--- src/rtl/fmc_adc_ext_trig_cond.sv ---
// ---------------------------------------------------------------------------
// fmc_adc_ext_trig_cond
//
// Conditions the external trigger of the FMC ADC. The raw LVDS level is
// synchronised into sys_clk_i and polarity-corrected. Active edges are then
// glitch-filtered and delayed before a single-cycle trigger pulse is issued.
// Edges that arrive while a delay is running are counted as misses.
//
// Ports
//   sys_clk_i    : single clock for all logic
//   sys_rst_n_i  : synchronous, active-low reset
//   ext_trig_i   : raw external trigger level (asynchronous)
//   en_i         : enable; low forces IDLE and freezes the miss counter
//   pol_i        : active edge select (0 = rising, 1 = falling)
//   filt_len_i   : cycles the level must stay active after the edge
//   dly_i        : delay in cycles from qualification to trigger
//   clr_miss_i   : single-cycle clear of the miss counter
//   trig_o       : single-cycle trigger pulse (registered)
//   busy_o       : high while filtering or delaying (registered)
//   miss_cnt_o   : saturating count of edges ignored during the delay
// ---------------------------------------------------------------------------
module fmc_adc_ext_trig_cond #(
  parameter int unsigned g_filt_width = 8,
  parameter int unsigned g_dly_width  = 32,
  parameter int unsigned g_miss_width = 16
) (
  input  logic                    sys_clk_i,
  input  logic                    sys_rst_n_i,
  input  logic                    ext_trig_i,
  input  logic                    en_i,
  input  logic                    pol_i,
  input  logic [g_filt_width-1:0] filt_len_i,
  input  logic [g_dly_width-1:0]  dly_i,
  input  logic                    clr_miss_i,
  output logic                    trig_o,
  output logic                    busy_o,
  output logic [g_miss_width-1:0] miss_cnt_o
);

  typedef enum logic [1:0] {
    ST_IDLE   = 2'd0,
    ST_FILTER = 2'd1,
    ST_DELAY  = 2'd2
  } state_t;

  localparam logic [g_dly_width-1:0]  c_cnt_one  = {{(g_dly_width-1){1'b0}}, 1'b1};
  localparam logic [g_miss_width-1:0] c_miss_one = {{(g_miss_width-1){1'b0}}, 1'b1};
  localparam logic [g_miss_width-1:0] c_miss_max = {g_miss_width{1'b1}};

  // Synchroniser, edge history and FSM registers
  logic                    sync1_q, sync2_q;
  logic                    lvl_q;
  state_t                  state_q, state_d;
  logic [g_dly_width-1:0]  cnt_q, cnt_d;
  logic [g_dly_width-1:0]  filt_q, filt_d;
  logic [g_dly_width-1:0]  dly_q, dly_d;
  logic                    trig_q, trig_d;
  logic                    busy_q, busy_d;
  logic [g_miss_width-1:0] miss_q, miss_d;

  // Active level and edge in the current cycle
  logic lvl_s;
  logic edge_s;

  // Polarity-corrected level and its rising edge (edge = active edge)
  always_comb begin
    lvl_s  = sync2_q ^ pol_i;
    edge_s = lvl_s & ~lvl_q;
  end

  // Next-state logic for the trigger FSM, latched settings and counter
  always_comb begin
    state_d = state_q;
    cnt_d   = cnt_q;
    filt_d  = filt_q;
    dly_d   = dly_q;
    if (!en_i) begin
      state_d = ST_IDLE;
    end else begin
      case (state_q)
        ST_IDLE: begin
          if (edge_s) begin
            // Settings are captured here so later CSR writes cannot disturb
            // a trigger that is already under way.
            state_d = ST_FILTER;
            cnt_d   = '0;
            filt_d  = g_dly_width'(filt_len_i);
            dly_d   = dly_i;
          end else begin
            state_d = ST_IDLE;
          end
        end
        ST_FILTER: begin
          // Reaching the terminal count qualifies the edge even if the level
          // drops in that same cycle; a length of zero qualifies at once.
          if (cnt_q == filt_q) begin
            state_d = ST_DELAY;
            cnt_d   = '0;
          end else if (!lvl_s) begin
            state_d = ST_IDLE;
          end else begin
            cnt_d = cnt_q + c_cnt_one;
          end
        end
        ST_DELAY: begin
          if (cnt_q == dly_q) begin
            state_d = ST_IDLE;
          end else begin
            cnt_d = cnt_q + c_cnt_one;
          end
        end
        default: begin
          state_d = ST_IDLE;
          cnt_d   = '0;
        end
      endcase
    end
  end

  // Output look-ahead: trig/busy are registered, so they are derived from the
  // state the FSM is about to enter rather than the one it is leaving.
  always_comb begin
    trig_d = (state_d == ST_DELAY) && (cnt_d == dly_d);
    busy_d = (state_d != ST_IDLE);
  end

  // Miss counter: clear wins, increments only for edges seen during DELAY
  always_comb begin
    if (clr_miss_i) begin
      miss_d = '0;
    end else if (en_i && (state_q == ST_DELAY) && edge_s && (miss_q != c_miss_max)) begin
      miss_d = miss_q + c_miss_one;
    end else begin
      miss_d = miss_q;
    end
  end

  // All state, including the synchroniser, with synchronous active-low reset
  always_ff @(posedge sys_clk_i) begin
    if (!sys_rst_n_i) begin
      sync1_q <= 1'b0;
      sync2_q <= 1'b0;
      lvl_q   <= 1'b0;
      state_q <= ST_IDLE;
      cnt_q   <= '0;
      filt_q  <= '0;
      dly_q   <= '0;
      trig_q  <= 1'b0;
      busy_q  <= 1'b0;
      miss_q  <= '0;
    end else begin
      sync1_q <= ext_trig_i;
      sync2_q <= sync1_q;
      lvl_q   <= lvl_s;
      state_q <= state_d;
      cnt_q   <= cnt_d;
      filt_q  <= filt_d;
      dly_q   <= dly_d;
      trig_q  <= trig_d;
      busy_q  <= busy_d;
      miss_q  <= miss_d;
    end
  end

  assign trig_o     = trig_q;
  assign busy_o     = busy_q;
  assign miss_cnt_o = miss_q;

endmodule

--- config.mk ---
export PLATFORM = sky130hd
export DESIGN_NAME = fmc_adc_ext_trig_cond
export DESIGN_NICKNAME = d
export VERILOG_FILES = /design/src/rtl/fmc_adc_ext_trig_cond.sv
export SDC_FILE = /design/constraint.sdc
export NUM_CORES = 1
export LEC_CHECK = 0
export CAP_MARGIN = 10
export CORE_MARGIN = 8
export CORE_UTILIZATION = 25
export DETAILED_ROUTE_END_ITERATION = 10
export SLEW_MARGIN = 20
export SYNTH_ARGS = -nofsm -noshare
export SYNTH_HDL_FRONTEND = slang
export SYNTH_SLANG_ARGS = --single-unit
--- constraint.sdc ---
create_clock -name sys_clk_i -period 4.7 [get_ports sys_clk_i]
set_input_delay 0.94 -clock sys_clk_i [delete_from_list [all_inputs] [get_ports sys_clk_i]]
set_output_delay 0.94 -clock sys_clk_i [all_outputs]
set_load 0.05 [all_outputs]
==> impl.org <==
** Timing
- The final critical path takes up 90.59% of the cycle.
- The number of max-slew violations in the final report was 0.
- For the final database, setup skew stands at 0.006685 ns.
- In the final timing run, aggregate negative setup slack is 0 ns.
- Derived from the worst setup path, the maximum achievable clock frequency is 234.9 MHz.
- Smallest setup slack after layout :: 0.4423 ns
- The final count of hold timing violations is 0.
- At the pin with the least slew margin, the transition time is 0.9116 ns.
- The worst path in the final design needs a cycle of 4.258 ns, including I/O delays and setup.
- Count of final setup violators :: 0
- RSZ-0062 raised after global routing :: false
- Worst slew margin :: 39.10%

** Clock network
- TritonCTS built the clock tree.
- Post-cts hold buffer count :: 0
- Post-CTS timing repair inserted 0 buffers for setup.
- H-tree depth reported by CTS :: 3
- In this run the deepest clock path goes through 2 buffers.
- Clock tree synthesis selected as its root buffer the cell sky130_fd_sc_hd__clkbuf_16.
- Buffers inserted during clock tree synthesis total 9.
- Clk slew on worst S/H paths :: 0.06 ns
- Clock net sink count :: 95
- Total of cells resized after clock tree synthesis :: 0
- Clk_lat worst skew :: 0.36 ns

** Die
- The die is 170.8 um tall.
- The initial utilization of the core area, before any placement, comes to 25.53%.
- The floorplan step defined a die boundary enclosing 0.02918 mm^2.
- 64 I/O pins were placed.
- Die boundary width :: 170.8 um
- Number of cell rows :: 56
- The core region is 0.02347 mm^2.

** Finish
- The layout has 2524 filler cells.
- Synth-to-Final Area Change :: 22.57%
- # diodes :: 0
- Area of all placed cells without fillers :: 0.007346 mm^2
- In the final layout, the share of cells above drive strength 1 is 8.424%.
- Layout Utilization :: 31.30%
- In the final design database the tool counted 875 nets.

** Critical path
- Destination of the worst register-to-register timing path :: trig_o
- The worst register-to-register path has a setup slack of 0.44 ns.
- In this design, the stage delay of the slowest critical-path cell is 0.58 ns.
- Kind of launch point of the worst setup path :: flip-flop
- STA puts the critical path data required time at 4.97 ns.
- By startpoint and endpoint, the worst setup path is classified as flip-flop to flip-flop.
- Startpoint of the lowest-slack register-to-register path :: cnt_q[19]
- Critical Path AT :: 4.53 ns
- Register-to-Register Path Depth :: 10
- Slowest stage cell, crit path :: sky130_fd_sc_hd__dfxtp_1
- Type of destination of the critical path :: flip-flop
- Traced cell by cell, the critical path runs through xor2_1, nor4_1, and4_1, a21oi_1, or2_2, nand4_1, o211ai_1, or4b_1, or4_1, nor4_2.
- Along the worst path, the maximum fanout reaches 10.

** Synthesis
- Mapped Area :: 0.005993 mm^2
- Most used flip-flop cell after synthesis :: sky130_fd_sc_hd__dfxtp_1
- Register bit total from synthesis :: 95
- Post-Synthesis Mean Instance Area :: 7.824 um^2
- Post-synthesis net count :: 814
- Sequential cells were found to cover 31.73% of the synthesized design area.
- Counting every instance in the synthesized netlist gives 766.
- The Yosys step of the flow raised 0 warnings.
- After synthesis, the netlist uses 67 different library cells.
- Counting flops with an async set or reset pin after synthesis yields a share of 0%.
- EDFF count, synth :: 0

** Detailed routing
- Number of violations reported at the end of detailed-routing iteration 0 :: 673
- WL/cell :: 20.23 um
- The first TritonRoute pass finished after 5 iterations.
- In the routed layout, each cell is associated on average with a via count of 5.302.
- Number of remaining DRC errors :: 0
- Total via count in the routed design :: 6097
- Summed over all layers, the routed wires come to 23270 um.
- The detail route stage leaves a number of antenna-violating nets equal to 0.

** Pwr
- Leakage dissipation :: 2.711 nW
- Pwr per Cell Area :: 258.6 mW/mm^2
- Largest voltage drop on the vdd net :: 0.1598 mV

** Hold path
- Number of cells on the worst hold path :: 1
- The startpoint identified for the worst hold timing path is sync1_q.
- The worst hold path belongs to the class flip-flop to flip-flop.
- For hold timing, the worst endpoint is sync2_q.

** Global route
- Maximum number of pins on one net before global-route repair :: 62
- The first global-routing pass estimated 35850 um of wire.
- Overall Global Routing Usage :: 16.09%
- The total overflow left after global routing is 0.
- The number of global-route vias before repair came to 6082.
- Number of antenna violations at the first check in global routing :: 0

** Place
- Buffers placed on the I/O ports in this run total 63.
- Half-perimeter wire length after placement :: 18100 um
- At the end of routability-driven placement, the weighted congestion stood at 0.9834.
- Prior to clock tree synthesis, the placed netlist has a worst setup slack of 0.3710 ns.
- Once placement finished, the instance area stood at 0.007061 mm^2.

** Status
- Status :: completed

** Flow run
- Number of max-capacitance violations reported :: 0
through the flow:
step	power (mW)	cells	hold WS [ns]
after floorplan	1.053	766	0.4118
after global placement	1.203	1135	0.4284
after detailed placement	1.202	1135	0.4322
after CTS	1.915	1150	0.4503
after global routing	1.981	1150	0.4576
final	1.900	1150	0.4403
registers in the layout, summed over array words and instances (netlist names):
register    count
sync1_q         1
trig_o          1
lvl_q           1
dly_q          32
cnt_q          32
busy_o          1
filt_q          8
miss_cnt_o     16
sync2_q         1
state_q         2
how the worst max path moves through the flow:
stage / slack (ns) / startpoint / cells after the start / endpoint
after floorplan: 1.07 / pol_i / 10 / trig_o
after global placement: 0.40 / en_i / 10 / trig_o
after detailed placement: 0.37 / pol_i / 12 / trig_o
after CTS: 0.56 / cnt_q[19] / 10 / trig_o
after global routing: 0.22 / cnt_q[19] / 11 / trig_o
final: 0.44 / cnt_q[19] / 10 / trig_o
synth_stat cells, types with 5 or more instances:
cell                       count  area share, %
sky130_fd_sc_hd__a21oi_1      43            3.6
sky130_fd_sc_hd__a22oi_1       6           0.75
sky130_fd_sc_hd__a31oi_1       8           0.84
sky130_fd_sc_hd__and2_1       17            1.8
sky130_fd_sc_hd__and3_1       12            1.3
sky130_fd_sc_hd__and4_1        8            1.2
sky130_fd_sc_hd__buf_2        13            1.1
sky130_fd_sc_hd__buf_6         5           0.94
sky130_fd_sc_hd__clkbuf_1     31            1.9
sky130_fd_sc_hd__dfxtp_1      95             32
sky130_fd_sc_hd__inv_1        13           0.81
sky130_fd_sc_hd__mux2i_1      33            5.5
sky130_fd_sc_hd__nand2_1      68            4.3
sky130_fd_sc_hd__nand3_1      29            2.4
sky130_fd_sc_hd__nand4_1      26            2.7
sky130_fd_sc_hd__nor2_1       96            6.0
sky130_fd_sc_hd__nor3_1       21            1.8
sky130_fd_sc_hd__nor4_1       18            1.9
sky130_fd_sc_hd__nor4_2        5            1.0
sky130_fd_sc_hd__o211ai_1      9            1.1
sky130_fd_sc_hd__o21ai_0      31            2.6
sky130_fd_sc_hd__or3_1        12            1.3
sky130_fd_sc_hd__or4_1         5           0.63
sky130_fd_sc_hd__xnor2_1      23            3.4
sky130_fd_sc_hd__xor2_1       53            7.7
final cells by class:
cell class	count	area (um^2)	share of cell area (%)
Tap cell	319	399.1	5.433
Clock inverter	2	15.01	0.2044
Sequential cell	95	1902	25.89
Inverter	15	56.30	0.7665
Clock buffer	13	270.3	3.679
Timing Repair Buffer	101	915.9	12.47
Multi-Input combinational cell	605	3787	51.56
where the power goes:
part	total, mW	internal (mW)	switching (mW)
clock	0.712	0.399	0.313
sequential	0.843	0.826	0.0165
combinational	0.345	0.137	0.208
total	1.90	1.36	0.537
worst max-delay path: cells and delay by family (launching register included):
family,cells,cell delay (ns)
compound gates,2,0.39
xor+xnor,1,0.22
flops,1,0.58
simple gates,7,2.97
logic make-up (layout without fill, tap and decap cells):
group / count (synthesis) / after routing / share of synthesized area, %
XOR/XNOR: 76 / 76 / 11.11
AO/OA/AOI/OAI: 156 / 156 / 17.06
adder cells (fa/ha/maj): 2 / 2 / 0.4175
buffers and inverters: 66 / 131 / 5.094
multiplexers: 33 / 33 / 5.512
flip-flops: 95 / 95 / 31.73
AND/OR/NAND/NOR: 338 / 338 / 29.08
routing by layer:
layer	track usage, %	part of all wire [%]
met2	25.80	45
met1	20.75	44
met3	3.180	7.2
met4	6.919	3.4
met5	0	0
layout by cell type, fill, tap and decap left out, drive strengths merged, types with 15 or more instances in the layout:
master,instances
xnor2,23
clkdlybuf4s50,63
xor2,53
mux2i,33
dfxtp,95
nand3,30
nor3,23
and2,17
nor4,24
buf,38
o21ai,35
nor2,96
nand4,26
inv,15
a21oi,44
nand2,69
No activity file was read; power rests on OpenSTA's default activity.
